[src/rtl/alu_32.sv]
// 32-bit MIPS-style ALU with integrated ALU-control decoder.
// Result, zero and overflow flags are registered once per clock.
module alu_32 (
  input  logic        clk,
  input  logic        rst_n,
  input  logic [31:0] a,
  input  logic [31:0] b,
  input  logic [1:0]  aluop,
  input  logic [3:0]  funct,
  output logic [2:0]  gin,
  output logic [31:0] result,
  output logic        zero,
  output logic        ovf
);

  typedef enum logic [2:0] {
    OP_AND = 3'b000,
    OP_OR  = 3'b001,
    OP_ADD = 3'b010,
    OP_XOR = 3'b011,
    OP_NOR = 3'b100,
    OP_NUL = 3'b101,
    OP_SUB = 3'b110,
    OP_SLT = 3'b111
  } alu_op_t;

  alu_op_t     sel;
  logic [31:0] sum;
  logic [31:0] diff;
  logic        ovf_add;
  logic        ovf_sub;
  logic [31:0] alu_res;
  logic        alu_ovf;

  // Reserved aluop 11 and unlisted R-type funct codes fall back to ADD.
  always_comb begin
    sel = OP_ADD;
    unique case (aluop)
      2'b00: sel = OP_ADD;
      2'b01: sel = OP_SUB;
      2'b10: begin
        case (funct)
          4'b0000: sel = OP_ADD;
          4'b0010: sel = OP_SUB;
          4'b0100: sel = OP_AND;
          4'b0101: sel = OP_OR;
          4'b0110: sel = OP_XOR;
          4'b0111: sel = OP_NOR;
          4'b1010: sel = OP_SLT;
          default: sel = OP_ADD;
        endcase
      end
      default: sel = OP_ADD;
    endcase
  end

  assign gin = sel;

  assign sum     = a + b;
  assign diff    = a + ~b + 32'd1;
  assign ovf_add = (a[31] == b[31]) && (sum[31] != a[31]);
  assign ovf_sub = (a[31] != b[31]) && (diff[31] != a[31]);

  // SLT uses sign-of-difference corrected by overflow to stay exact at the range ends.
  always_comb begin
    alu_res = 32'd0;
    alu_ovf = 1'b0;
    case (sel)
      OP_AND: alu_res = a & b;
      OP_OR:  alu_res = a | b;
      OP_ADD: begin
        alu_res = sum;
        alu_ovf = ovf_add;
      end
      OP_XOR: alu_res = a ^ b;
      OP_NOR: alu_res = ~(a | b);
      OP_SUB: begin
        alu_res = diff;
        alu_ovf = ovf_sub;
      end
      OP_SLT: alu_res = {31'd0, diff[31] ^ ovf_sub};
      default: alu_res = 32'd0;
    endcase
  end

  always_ff @(posedge clk or negedge rst_n) begin
    if (!rst_n) begin
      result <= 32'd0;
      zero   <= 1'b1;
      ovf    <= 1'b0;
    end else begin
      result <= alu_res;
      zero   <= (alu_res == 32'd0);
      ovf    <= alu_ovf;
    end
  end

endmodule

[config.mk]
export PLATFORM = sky130hd
export DESIGN_NAME = alu_32
export DESIGN_NICKNAME = d
export VERILOG_FILES = /design/src/rtl/alu_32.sv
export SDC_FILE = /design/constraint.sdc
export NUM_CORES = 1
export LEC_CHECK = 0
export BUFFER_PORTS_ARGS = -buffer_cell sky130_fd_sc_hd__buf_2
export CAP_MARGIN = 10
export CORE_MARGIN = 2
export CORE_UTILIZATION = 45
export DETAILED_ROUTE_END_ITERATION = 16
export PLACE_DENSITY = 0.66
export SKIP_LAST_GASP = 1
export SLEW_MARGIN = 25
export SYNTH_ARGS = -nofsm -noshare
export SYNTH_HDL_FRONTEND = slang
export SYNTH_SLANG_ARGS = --single-unit
[constraint.sdc]
create_clock -name clk -period 2.5 [get_ports clk]
set_clock_uncertainty 0.2 [all_clocks]
set_input_delay 0.25 -clock clk [delete_from_list [all_inputs] [get_ports clk]]
set_output_delay 0.25 -clock clk [all_outputs]
set_load 0.01 [all_outputs]
=== Word-level counts from Yosys, hierarchy flattened ===
Index checks and enable logic that the tools add are counted.

* Equal/unequal tests: 18
* Mux-type cells: 4
* Bitwise logic cells: 6
* Reduce and logical (&&, ||, !) cells: 4
* Div/mod/pow operators: 0
* Multipliers: 0
* $lt $le $gt $ge: 0
* $add $sub $neg: 3
* Shifts and indexed selects: 0

{| class="wikitable"
|+ Operators by type and width
! cell !! number
|-
| 32-bit case mux with 7 select lines || 1
|-
| 32-bit adder || 2
|-
| 32-bit inverter || 2
|-
| 32-bit by 1-bit adder with 32-bit output, second input constant || 1
|-
| 32-bit bitwise AND || 1
|-
| 32-bit zero test || 1
|-
| 32-bit bitwise OR || 1
|-
| 32-bit XOR || 1
|-
| 3-bit case mux with 6 select lines || 1
|-
| 4-bit by 3-bit equality test with 1-bit output, second input constant || 4
|-
| 3-bit equality test, second input constant || 3
|-
| 3-bit by 2-bit equality test with 1-bit output, second input constant || 2
|-
| 3-bit case mux with 2 select lines || 1
|-
| 4-bit by 2-bit equality test with 1-bit output, second input constant || 1
|-
| 4-bit equality test, second input constant || 1
|-
| 3-bit by 1-bit equality test with 1-bit output, second input constant || 1
|-
| 3-bit zero test || 1
|-
| 1-bit != test || 3
|-
| 2-bit by 1-bit equality test with 1-bit output, second input constant || 1
|-
| 2-bit equality test, second input constant || 1
|-
| 1-bit logical AND || 2
|-
| 1-bit case mux with 2 select lines || 1
|-
| 1-bit equality test || 1
|-
| 1-bit XOR || 1
|}

* Output and inout bits: 37
* Register bits after elaboration: 34
* Memory bits (read-only): 0
* Memory bits (writable): 0
* Logic and storage cells: 38
* Bits in latches: 0
* Input port bits: 72
* Memories: 0

=== Depth between registers and ports, before layout ===
* Word-level depth: 8
* Mapped depth: 21
* Gate-level depth less buffers: 20

=== Worst setup path before layout ===
OpenSTA, ideal clock, no wires.

* Path type: input to register
* Start point: input port a[1]
* End point: register zero
* Cell stages on the path: 20
* Path slack: -2.155 ns
* Data required time: 2.210 ns
* Setup time: 0.090 ns
* Path buffers: 0
* Arrival: 4.365 ns
* Cell sequence: inv_1 > ha_1 > o21ba_1 > nor4_1 > o2111a_1 > o21ai_1 > a211oi_1 > o21ai_0 > a21oi_1 > nor2_1 > o21ba_2 > fa_1 > or3_1 > a21oi_1 > o22ai_1 > nor2_1 > or4bb_1 > nor4_1 > nand2_1 > nor4_2

* Longest elaborated chain between the ends: 7
* Elaborated cells between the ends (all ways): 12
* Classes of those cells: 3 x add/sub; 1 x eq/ne; 1 x mux; 5 x bitwise; 2 x reduce/logical

{| class="wikitable"
|+ RTL lines
! item !! RTL line !! source
|-
| start, declared || 6 || <nowiki>input logic [31:0] a,</nowiki>
|-
| 32-bit adder (*) || 60 || <nowiki>assign diff = a + ~b + 32'd1;</nowiki>
|-
| 32-bit by 1-bit adder with 32-bit output (*) || 60 ||
|-
| 1-bit != test || 62 || <nowiki>assign ovf_sub = (a[31] != b[31]) && (diff[31] != a[31]);</nowiki>
|-
| 1-bit logical AND || 62 ||
|-
| 1-bit XOR (*) || 81 || <nowiki>OP_SLT: alu_res = {31'd0, diff[31] ^ ovf_sub};</nowiki>
|-
| 32-bit case mux with 7 select lines (*) || 68 || <nowiki>case (sel)</nowiki>
|-
| net alu_res[0] || 32 || <nowiki>logic [31:0] alu_res;</nowiki>
|-
| 32-bit zero test (*) || 93 || <nowiki>zero <= (alu_res == 32'd0);</nowiki>
|-
| end signal, assigned || 93 ||
|-
| end, declared || 12 || <nowiki>output logic zero,</nowiki>
|}

The timed path passes the listed nets; every way through them passes the cells marked *.

=== Worst setup path in the final report ===
* Start point: input port b[1]
* End point: register zero

* Longest elaborated chain between the ends: 8
* Elaborated cells between the ends (all ways): 13
* Classes of those cells: 3 x add/sub; 1 x eq/ne; 1 x mux; 6 x bitwise; 2 x reduce/logical

{| class="wikitable"
|+ RTL lines
! item !! RTL line !! source
|-
| start, declared || 7 || <nowiki>input logic [31:0] b,</nowiki>
|-
| 32-bit inverter (*) || 60 ||
|-
| 32-bit adder (*) || 60 ||
|-
| 32-bit by 1-bit adder with 32-bit output (*) || 60 ||
|-
| 1-bit != test || 62 ||
|-
| 1-bit logical AND || 62 ||
|-
| 1-bit XOR (*) || 81 ||
|-
| 32-bit case mux with 7 select lines (*) || 68 ||
|-
| net alu_res[0] || 32 ||
|-
| 32-bit zero test (*) || 93 ||
|}

Marked as above.

==> flow_metrics.py <==
metrics = {
    "run_status": {
        "status": "finished with violations",
        "violations": "setup timing",
    },
    "floorplan": {
        "core_area_mm2": 0.01503,
        "io_pins": 109,
        "die_area_mm2": 0.01617,
        "die_y_um": 127.2,
        "start_util": 0.4541,
        "dieWidth_um": 127.2,
        "rows": 45,
    },
    "sta": {
        "slew_headroom": 0.4354,
        "max_freq_mhz": 242.2,
        "finalCritPeriodShare": 1.652,
        "hold_violations": 0,
        "slew_violations": 0,
        "rsz0062_at_grt": "true",
        "setup_violations": 25,
        "tns_ns": -12.37,
        "fin_ws_ns": -1.629,
        "period_minus_slack_ns": 4.129,
        "worst_slew_pin_slew_ns": 0.8469,
    },
    "cells_and_area": {
        "nFillCells": 982,
        "drive_gt1_frac": 0.5197,
        "final_area_mm2": 0.01227,
        "antenna_cells": 0,
        "fin_nets": 1624,
        "final_cells": 1633,
        "area_delta_synth_final_pct": 79.77,
    },
    "synthesis": {
        "async_reset_ff_frac": 1.000,
        "synth-seq-area-share": 0.1248,
        "synth_warnings": 0,
        "synth_fa_ha_area_frac": 0.2012,
        "yosys-top-cells-area": "ha_1, dfrtp_1, a21oi_1",
        "netlist_area_mm2": 0.006827,
        "synth_top_family_by_area": "compound AO/OA/AOI/OAI gates",
        "synthDominantCellAreaShare": 0.1924,
        "synth.most_common_cell": "ha_1",
        "yosysTopAreaCell": "ha_1",
        "synthXorXnorAreaFrac": 0.007698,
        "synth-edff-count": 0,
        "syn-instance-count": 928,
        "synthFlopType": "dfrtp_1",
        "synth-simple-area-share": 0.2023,
        "avgSynthCellArea_um2": 7.356,
        "syn_nets": 1108,
        "synth-compound-area-share": 0.3578,
        "ys_top_cells_by_count": "ha_1, inv_1, nor2_1",
        "yosysUniqueCellTypes": 94,
        "synth.area.mux_share": 0.01650,
        "ys_ff_latch": 34,
    },
    "pwr": {
        "seq_power_share": 0.152,
        "vdd_drop_max_v": 0.0003194,
        "swShare": 0.4138,
        "p_comb_frac": 0.690,
        "p_sw_mw": 1.883,
        "power_frac_clock": 0.158,
        "fin_total_pwr_mw": 4.550,
        "power_density_mw_per_mm2": 370.8,
        "leakagePower_nw": 6.005,
        "p_int_mw": 2.667,
    },
    "grt": {
        "grt_usage": 0.3723,
        "grt_pass1_vias": 9367,
        "grt_util_met2": 0.6287,
        "grt_util_met3": 0.05193,
        "top_usage_layer": "met2",
        "grt-ovfl-total": 0,
        "grt_first_pass_wirelength_mm": 48.31,
        "grt_max_degree": 35,
        "grtUsageMet1": 0.4832,
        "antenna_found_initial": 0,
    },
    "clocking": {
        "cts_max_level": 2,
        "clk_pin_slew_ns": 0.06,
        "numCtsBuffers": 5,
        "cts_buffer_depth": 2,
        "cts_root_buf": "clkbuf_16",
        "cts_tree": "yes",
        "cts.sinks": 34,
    },
    "flow_run": {
        "cap_violations": 0,
    },
    "critical_path": {
        "critPathKind": "primary input to flip-flop",
        "path_delay_family": "compound AO/OA/AOI/OAI gates",
        "cp_data_arrival_time_ns": 4.12,
        "cp-end-kind": "flip-flop",
        "crit_path_max_incr_delay_ns": 0.41,
        "cp_slowest_cell": "or4bb_1",
        "path_max_fanout": 2,
        "crit_chain": "buf_8 > clkinvlp_4 > buf_4 > ha_1 > o21ba_4 > nor4_4 > o2111a_2 > o21ai_4 > a211oi_4 > o21ai_2 > a21oi_1 > nor2_1 > o21ba_2 > fa_2 > or3_4 > a21oi_2 > o22ai_2 > nor2_1 > or4bb_1 > nor4_2 > nand2_1 > nor4_2",
        "worst_setup_path_start_kind": "primary input",
        "timing.critical_path.buf_inv": 3,
        "cp_data_required_time_ns": 2.49,
    },
    "placed_design": {
        "dpl_cell_area_mm2": 0.01078,
        "port_buffers": 108,
        "routabilityCongestion": 1.004,
        "place_hpwl_mm": 24.28,
        "placed_cells": 1583,
    },
    "detailed_routing": {
        "viasPerCell": 6.047,
        "first_pass_iters": 8,
        "totalWireLength_mm": 32.03,
        "ant_nets": 0,
        "routedWlPerCell_um": 19.61,
        "via_count": 9875,
        "drc": 0,
        "drt_iter0_drc": 1217,
    },
    "hold_path": {
        "hp-class": "primary input to flip-flop",
    },
}
## state kept, by name, indices dropped and copies added, names as in the netlist
signal and flops:
ovf 1, result 32, zero 1
## cells in the final DEF, fill, tap and decap left out, types with 10 or more instances in the layout
cell      count
o21ai_0      34
ha_1         84
inv_1        85
nor2_1       88
buf_4       421
a21oi_1      62
inv_2        12
a21o_1       14
nand3_1      12
nor3_1       21
dfrtp_1      33
buf_2        98
a221oi_1     21
nand4_1      10
buf_6        32
a21oi_2      15
o211ai_1     21
nand2_1      48
ha_4         20
## timing repair
item / CTS / global route
setup endpoints to repair: 32 / 29
endpoints found under the hold margin: 33 / 0
gates resized for setup: 94 / 119
hold buffers: 1 / 0
setup buffers: 24 / 31
pin swaps: 53 / 55
## cell families (layout without fill, tap and decap cells)
kind of cell    Yosys count  after routing
mux                      11             11
buf+inv                 156            673
xor+xnor                  6              6
compound gates          341            341
fa+ha+maj               108            108
flops                    34             34
simple gates            272            272
## per-stage QoR
| stage | utilization | hold WS (ns) | setup slack (ns) |
|---|---|---|---|
| finish | 0.8163 | 0.1440 | -1.629 |
| CTS | 0.7700 | 0.1298 | -1.549 |
| global route | 0.8163 | 0.1635 | -1.814 |
| floorplan | - | -0.2456 | -1.683 |
| global placement | 0.7171 | 0.1779 | -1.961 |
| detailed placement | 0.7171 | 0.1947 | -2.012 |
## metal layers
layer	wire (µm)	part of all wire	vias up
li1	-	-	4498
met2	15130	0.47	601
met1	13020	0.41	4664
met3	2477	0.077	112
met4	1396	0.044	0
met5	0	0	-
## power by group through the flow
stage / Sequential [mW] / Combinational [mW] / Clock [mW]
finish: 0.691 / 3.14 / 0.720
global route: 0.701 / 3.33 / 0.747
CTS: 0.691 / 2.82 / 0.729
detailed placement: 0.700 / 2.62 / 0
global placement: 0.693 / 2.58 / 0
floorplan: 0.760 / 1.18 / 0
## final timing paths
check                      slack [ns]   from  cells after the start                    to
worst max-delay path            -1.63   b[1]                     22        zero$_DFF_PN1_
worst min-delay path             0.14  a[31]                      3         ovf$_DFF_PN0_
max in group asynchronous        1.17  rst_n                      2  result[29]$_DFF_PN0_
min in group asynchronous        0.41  rst_n                      2   result[9]$_DFF_PN0_
## layout make-up
class / instances / area [µm²] / share of cell area
repair buffers: 558 / 4121 / 0.3358
flip-flops and latches: 34 / 852.1 / 0.06943
clock inverters: 3 / 40.04 / 0.003263
well taps: 188 / 235.2 / 0.01917
clock buffers: 5 / 125.1 / 0.01020
inverters: 107 / 436.7 / 0.03558
multi-input cells: 738 / 6461 / 0.5265
Note: power is estimated with default switching activity, not from simulation.
